$ cat src/rtl/mem_pkg.sv
// Shared types and width helpers for the memory responder and its cache.
// Default widths describe the 14-bit address, 16-bit data, 16-line configuration.
package mem_pkg;

    localparam int DEF_ADDR_W = 14;
    localparam int DEF_DATA_W = 16;
    localparam int DEF_LINES  = 16;

    function automatic int idx_w(input int lines);
        return $clog2(lines);
    endfunction

    function automatic int tag_w(input int addr_w, input int lines);
        return addr_w - $clog2(lines);
    endfunction

    localparam int DEF_IDX_W = idx_w(DEF_LINES);
    localparam int DEF_TAG_W = tag_w(DEF_ADDR_W, DEF_LINES);

    typedef enum logic [2:0] {
        ST_IDLE,
        ST_LOOKUP,
        ST_RAM_RD,
        ST_FILL,
        ST_WRITE,
        ST_RESP
    } mem_state_t;

    typedef struct packed {
        logic                  valid;
        logic [DEF_TAG_W-1:0]  tag;
        logic [DEF_DATA_W-1:0] data;
    } line_t;

endpackage

$ cat src/rtl/cache_array.sv
// Direct-mapped one-word-per-line storage: synchronous write, combinational read.
// Valid bits clear asynchronously on reset; tag and data arrays are not reset.
module cache_array #(
    parameter int IDX_W  = 4,
    parameter int TAG_W  = 10,
    parameter int DATA_W = 16
) (
    input  logic              clk,
    input  logic              rst,
    input  logic              wr_en,
    input  logic [IDX_W-1:0]  idx,
    input  logic [TAG_W-1:0]  wr_tag,
    input  logic [DATA_W-1:0] wr_data,
    output logic              rd_valid,
    output logic [TAG_W-1:0]  rd_tag,
    output logic [DATA_W-1:0] rd_data
);
    localparam int LINES = 1 << IDX_W;

    logic [LINES-1:0]  valid_q;
    logic [TAG_W-1:0]  tag_q  [LINES];
    logic [DATA_W-1:0] data_q [LINES];

    always_ff @(posedge clk or posedge rst) begin
        if (rst) begin
            valid_q <= '0;
        end else if (wr_en) begin
            valid_q[idx] <= 1'b1;
        end
    end

    always_ff @(posedge clk) begin
        if (wr_en) begin
            tag_q[idx]  <= wr_tag;
            data_q[idx] <= wr_data;
        end
    end

    assign rd_valid = valid_q[idx];
    assign rd_tag   = tag_q[idx];
    assign rd_data  = data_q[idx];

endmodule

$ cat src/rtl/mem_responder.sv
// CPU-facing memory responder with an optional write-through, write-allocate word cache
// (cache built only when MEM_RESPONDER_CACHE_EN is defined); one request in flight at a time.
module mem_responder
    import mem_pkg::*;
#(
    parameter int ADDR_WIDTH = 14,
    parameter int DATA_WIDTH = 16,
    parameter int LINES      = 16,
    parameter int RAM_LAT    = 1
) (
    input  logic                  clk,
    input  logic                  rst,
    input  logic                  req_valid,
    output logic                  req_ready,
    input  logic                  req_we,
    input  logic [ADDR_WIDTH-1:0] req_addr,
    input  logic [DATA_WIDTH-1:0] req_wdata,
    output logic                  rsp_valid,
    output logic [DATA_WIDTH-1:0] rsp_rdata,
    output logic                  rsp_hit,
    output logic                  ram_cs,
    output logic                  ram_we,
    output logic                  ram_oe,
    output logic [ADDR_WIDTH-1:0] ram_addr,
    output logic [DATA_WIDTH-1:0] ram_wdata,
    input  logic [DATA_WIDTH-1:0] ram_rdata
);
    localparam int CNT_W = (RAM_LAT > 1) ? $clog2(RAM_LAT) : 1;

    if (LINES < 2 || (LINES & (LINES - 1)) != 0 || RAM_LAT < 1) begin : g_param_check
        $error("mem_responder: LINES must be a power of two >= 2 and RAM_LAT >= 1");
    end

    mem_state_t            state;
    logic [ADDR_WIDTH-1:0] addr_q;
    logic [DATA_WIDTH-1:0] wdata_q;
    logic [CNT_W-1:0]      lat_cnt;
    logic                  hit;
    logic [DATA_WIDTH-1:0] line_data;

`ifdef MEM_RESPONDER_CACHE_EN
    localparam int IDX_W = idx_w(LINES);
    localparam int TAG_W = tag_w(ADDR_WIDTH, LINES);

    logic                  line_vld;
    logic [TAG_W-1:0]      line_tag;
    logic                  line_wr;
    logic [DATA_WIDTH-1:0] line_wdata;

    // Fills take the RAM word; stores allocate with the captured store data.
    assign line_wr    = (state == ST_FILL) || (state == ST_WRITE);
    assign line_wdata = (state == ST_FILL) ? ram_rdata : wdata_q;

    cache_array #(
        .IDX_W  (IDX_W),
        .TAG_W  (TAG_W),
        .DATA_W (DATA_WIDTH)
    ) u_cache (
        .clk      (clk),
        .rst      (rst),
        .wr_en    (line_wr),
        .idx      (addr_q[IDX_W-1:0]),
        .wr_tag   (addr_q[ADDR_WIDTH-1:IDX_W]),
        .wr_data  (line_wdata),
        .rd_valid (line_vld),
        .rd_tag   (line_tag),
        .rd_data  (line_data)
    );

    assign hit = line_vld && (line_tag == addr_q[ADDR_WIDTH-1:IDX_W]);
`else
    assign hit       = 1'b0;
    assign line_data = '0;
`endif

    always_ff @(posedge clk or posedge rst) begin
        if (rst) begin
            state     <= ST_IDLE;
            addr_q    <= '0;
            wdata_q   <= '0;
            lat_cnt   <= '0;
            req_ready <= 1'b1;
            rsp_valid <= 1'b0;
            rsp_rdata <= '0;
            rsp_hit   <= 1'b0;
            ram_cs    <= 1'b0;
            ram_we    <= 1'b0;
            ram_oe    <= 1'b0;
            ram_addr  <= '0;
            ram_wdata <= '0;
        end else begin
            case (state)
                ST_IDLE: begin
                    if (req_valid) begin
                        addr_q    <= req_addr;
                        wdata_q   <= req_wdata;
                        req_ready <= 1'b0;
                        if (req_we) begin
                            state     <= ST_WRITE;
                            ram_cs    <= 1'b1;
                            ram_we    <= 1'b1;
                            ram_addr  <= req_addr;
                            ram_wdata <= req_wdata;
                        end else begin
                            state <= ST_LOOKUP;
                        end
                    end
                end
                ST_LOOKUP: begin
                    if (hit) begin
                        state     <= ST_RESP;
                        rsp_valid <= 1'b1;
                        rsp_hit   <= 1'b1;
                        rsp_rdata <= line_data;
                    end else begin
                        state    <= ST_RAM_RD;
                        ram_cs   <= 1'b1;
                        ram_oe   <= 1'b1;
                        ram_addr <= addr_q;
                        lat_cnt  <= '0;
                    end
                end
                ST_RAM_RD: begin
                    if (lat_cnt == CNT_W'(RAM_LAT - 1)) begin
                        state    <= ST_FILL;
                        ram_cs   <= 1'b0;
                        ram_oe   <= 1'b0;
                        ram_addr <= '0;
                    end else begin
                        lat_cnt <= lat_cnt + 1'b1;
                    end
                end
                ST_FILL: begin
                    state     <= ST_RESP;
                    rsp_valid <= 1'b1;
                    rsp_hit   <= 1'b0;
                    rsp_rdata <= ram_rdata;
                end
                ST_WRITE: begin
                    state     <= ST_RESP;
                    ram_cs    <= 1'b0;
                    ram_we    <= 1'b0;
                    ram_addr  <= '0;
                    ram_wdata <= '0;
                    rsp_valid <= 1'b1;
                    rsp_hit   <= 1'b0;
                    rsp_rdata <= wdata_q;
                end
                ST_RESP: begin
                    state     <= ST_IDLE;
                    rsp_valid <= 1'b0;
                    rsp_hit   <= 1'b0;
                    req_ready <= 1'b1;
                end
                default: begin
                    state     <= ST_IDLE;
                    req_ready <= 1'b1;
                end
            endcase
        end
    end

endmodule

$ cat config.mk
export PLATFORM = sky130hd
export DESIGN_NAME = mem_responder
export DESIGN_NICKNAME = d
export VERILOG_FILES = /design/src/rtl/mem_pkg.sv /design/src/rtl/cache_array.sv /design/src/rtl/mem_responder.sv
export SDC_FILE = /design/constraint.sdc
export NUM_CORES = 1
export LEC_CHECK = 0
export CORE_MARGIN = 3
export CORE_UTILIZATION = 25
export DETAILED_ROUTE_END_ITERATION = 6
export PLACE_DENSITY = 0.52
export SLEW_MARGIN = 20
export SYNTH_ARGS = -nofsm -noshare
export SYNTH_HDL_FRONTEND = slang
export SYNTH_HIERARCHICAL = 1
export SYNTH_SLANG_ARGS = --single-unit
$ cat constraint.sdc
create_clock -name clk -period 2.3 [get_ports clk]
set_clock_uncertainty 0.05 [all_clocks]
set_input_delay 0.345 -clock clk [delete_from_list [all_inputs] [get_ports clk]]
set_output_delay 0.345 -clock clk [all_outputs]
set_load 0.01 [all_outputs]
==> metrics.md <==
| Metric | Value |
|---|---|
| Result of the run | `completed` |
| Post-detailed-route count of antenna-violating nets | `0` |
| Most instantiated flip-flop cell in the synthesis netlist | `dfrtp_1` |
| DP HPWL | `6.60 mm` |
| Row count | `43` |
| Post-CTS sizing | `0` |
| Rel. slew slack | `0.448` |
| Number of nets in the layout | `437` |
| Number of hold-slack violations in the final timing report | `0` |
| Delay of the slowest cell on the worst path | `660 ps` |
| Area of the die | `16,100 um2` |
| Fillers | `1,394` |
| CTS Hold Bufs | `0` |
| Sinks on the clock net | `84` |
| Final instance count without filler cells | `572` |
| Number of maximum-capacitance violations | `0` |
| Worst Slack Setup Final | `363 ps` |
| Cell types with the largest area share after synthesis | `dfrtp_1 57%, mux2_2 9.2%, o221a_2 4.9%, a22o_1 3.8%, nor3b_1 3.3%` |
| Proportion of layout cells with a drive suffix above 1 | `0.204` |
| Library cell with the largest summed area after synthesis | `dfrtp_1` |
| Iter 0 DRT Violations | `186` |
| Utilization after layout | `0.371` |
| Htree depth | `3` |
| Cell area after synthesis | `3650 um2` |
| Max VDD drop | `364 uV` |
| Buffers & Inverters on Critical Path | `0` |
| Arrival time at the worst endpoint | `2160 ps` |
| Antenna Cells | `0` |
| Port Buffer Count | `100` |
| Number of distinct library cell variants in the gate-level netlist after synthesis | `30` |
| Maximum number of pins on one net before global-route repair | `85` |
| Die Span X | `127 um` |
| Final clock period utilization by the worst path | `0.842` |
| Worst hold path class | `input pin to async pin` |
| Root Driver | `clkbuf_16` |
| Share of synthesized registers carrying an async set or reset | `1.00` |
| Area of the core | `14,100 um2` |
| Cell Count Post-Placement | `556` |
| Cell-by-cell trace of the critical path | `nand2b_1, a21oi_2, o221a_2` |
| Global-route wire length before repair | `16.3 mm` |
| Clock tree from TritonCTS | `built` |
| Flip-flop and latch count after synthesis | `84` |
| Crit path max-delay family | `compound AO/OA/AOI/OAI gates` |
| Setup repair after global routing missed its margin | `false` |
| Total routing usage reported by global routing | `0.130` |
| Count of vias placed by the detailed router | `2,734` |
| Total of endpoints with negative setup slack in the final report | `0` |
| Type of origin of the critical path | `flop` |
| PnR Total Power | `7.41 mW` |
| Detail-routed net length per standard cell | `17.4 um` |
| Clock insertion delay at the later pin of the skew report | `340 ps` |
| Largest fanout on the critical path | `16` |
| Remaining global-route overflow | `0` |
| EDFF count, synth | `0` |
| Starting density of the core | `0.259` |
| DRC violation count after routing | `0` |
| Place WS | `236 ps` |
| Layout Area Growth over Synthesis | `43.0%` |
| Detailed Routing Iterations Pass 1 | `4` |
| Ports | `102` |
| Worst-Margin Slew | `829 ps` |
| Final cell area excluding filler cells | `5230 um2` |
| Setup fix buffers added after clock tree synthesis | `0` |
| Total number of yosys warnings | `6` |
| Total CTS buffers | `9` |
| Yosys top cell area share | `0.568` |
| Detailed-route vias per instance | `4.78` |
| Avg Synthesized Cell Area | `12.7 um2` |
| Required time of the worst setup path | `2520 ps` |
| Number of buffers between clock root and the deepest sink | `2` |
| Post-Synthesis Cells | `288` |
| Die boundary height | `127 um` |
| Max-slew violation total from the final report | `0` |
| Final worst path period need | `1940 ps` |
| Hold Slack | `427 ps` |
| Leading cell type by number of instances after synthesis | `dfrtp_1` |
| Antenna violations before repair | `0` |
| Detailed Route WL | `9.94 mm` |
| Crit-path slowest cell | `a21oi_2` |
| Crit path kind | `flop to flop` |
| Via count of the first global-routing pass | `2,892` |
| Cell Area, Placed | `4870 um2` |
| Seq/Total Area, Yosys | `0.575` |
| Power Density | `1420 nW/um2` |
| Critical path endpoint category | `flop` |
| Placer congestion estimate | `0.718` |
| Max Clk Rate | `0.516 GHz` |
| Static power due to leakage | `2.15 nW` |
| Setup TNS | `0 ps` |
| Most frequent cells after synthesis | `83 x dfrtp_1, 30 x mux2_2, 23 x nor2_1` |
| Post-Synthesis Net Count | `338` |
| Clk slew on worst S/H paths | `60 ps` |
==> final timing paths <==
check | start | to | slack, ps | cells past startpoint
max reg2reg | state[2] | rsp_rdata[15] | 360 | 3
max | state[2] | rsp_rdata[15] | 360 | 3
min | rst | ram_wdata[10] | 430 | 3
min reg2reg | ram_we | ram_we | 430 | 1
max in group asynchronous | rst | state[0] | 1390 | 3
min in group clk | ram_we | ram_we | 430 | 1
==> report_power, final <==
| group | switching, mW | internal (mW) |
|---|---|---|
| registers | 0.459 | 2.15 |
| clock network | 0.583 | 1.12 |
| logic | 1.36 | 1.73 |
==> tightest hold or removal path, delay by kind of cell <==
| kind | cells | cell delay (ps) |
|---|---|---|
| buffers and inverters | 3 | 890 |
==> sequential cells by signal, indices dropped and copies added, names as in the netlist <==
| name | count |
|---|---|
| ram_wdata | 16 |
| rsp_rdata | 16 |
| wdata_q | 16 |
| addr_q | 14 |
| ram_addr | 14 |
| state | 3 |
| ram_cs | 1 |
| ram_oe | 1 |
| ram_we | 1 |
| req_ready | 1 |
| rsp_valid | 1 |
==> layout by cell type (no fill, tap or decap), drive strengths merged, types with 2 or more instances in the layout <==
master and count:
o221a 16, a21o 4, clkdlybuf4s50 100, clkbuf 12, nor2 23, mux2 30, o21ai 21, dfrtp 83
buf 13, and3 6, a22o 16, o2bb2ai 8, mux2i 9, nand2b 5, nor2b 2, a21oi 5
bufinv 3, inv 3, nor3b 16, a221o 6
==> area by class of cell <==
class,instances,area (um2),area share
Clock inverter,4,95.1,0.0182
Timing Repair Buffer,113,1120,0.215
Sequential cell,84,2100,0.403
Tap cell,180,225,0.0431
Clock buffer,12,256,0.0491
Inverter,4,18.8,0.00359
Multi-Input combinational cell,175,1400,0.268
==> per-layer routing <==
layer / routed length (um) / vias to the layer above / share of wire / GRT usage
met3: 687 / 14 / 0.069 / 0.0413
met5: 0 / - / 0 / 0
met4: 148 / 0 / 0.015 / 0.0454
met1: 4490 / 1381 / 0.45 / 0.175
met2: 4610 / 77 / 0.46 / 0.196
li1: - / 1262 / - / -
==> logic make-up (layout without fill, tap and decap cells) <==
family / after synthesis / in the layout / synth area share
other cells: 1 / 1 / 0.00103
buf+inv: 29 / 133 / 0.0435
flops: 84 / 84 / 0.575
compound gates: 77 / 77 / 0.170
simple gates: 56 / 56 / 0.0870
mux: 39 / 39 / 0.117
fa+ha+maj: 1 / 1 / 0.00308
xor+xnor: 1 / 1 / 0.00240
Power figures use the tool's default switching activity.
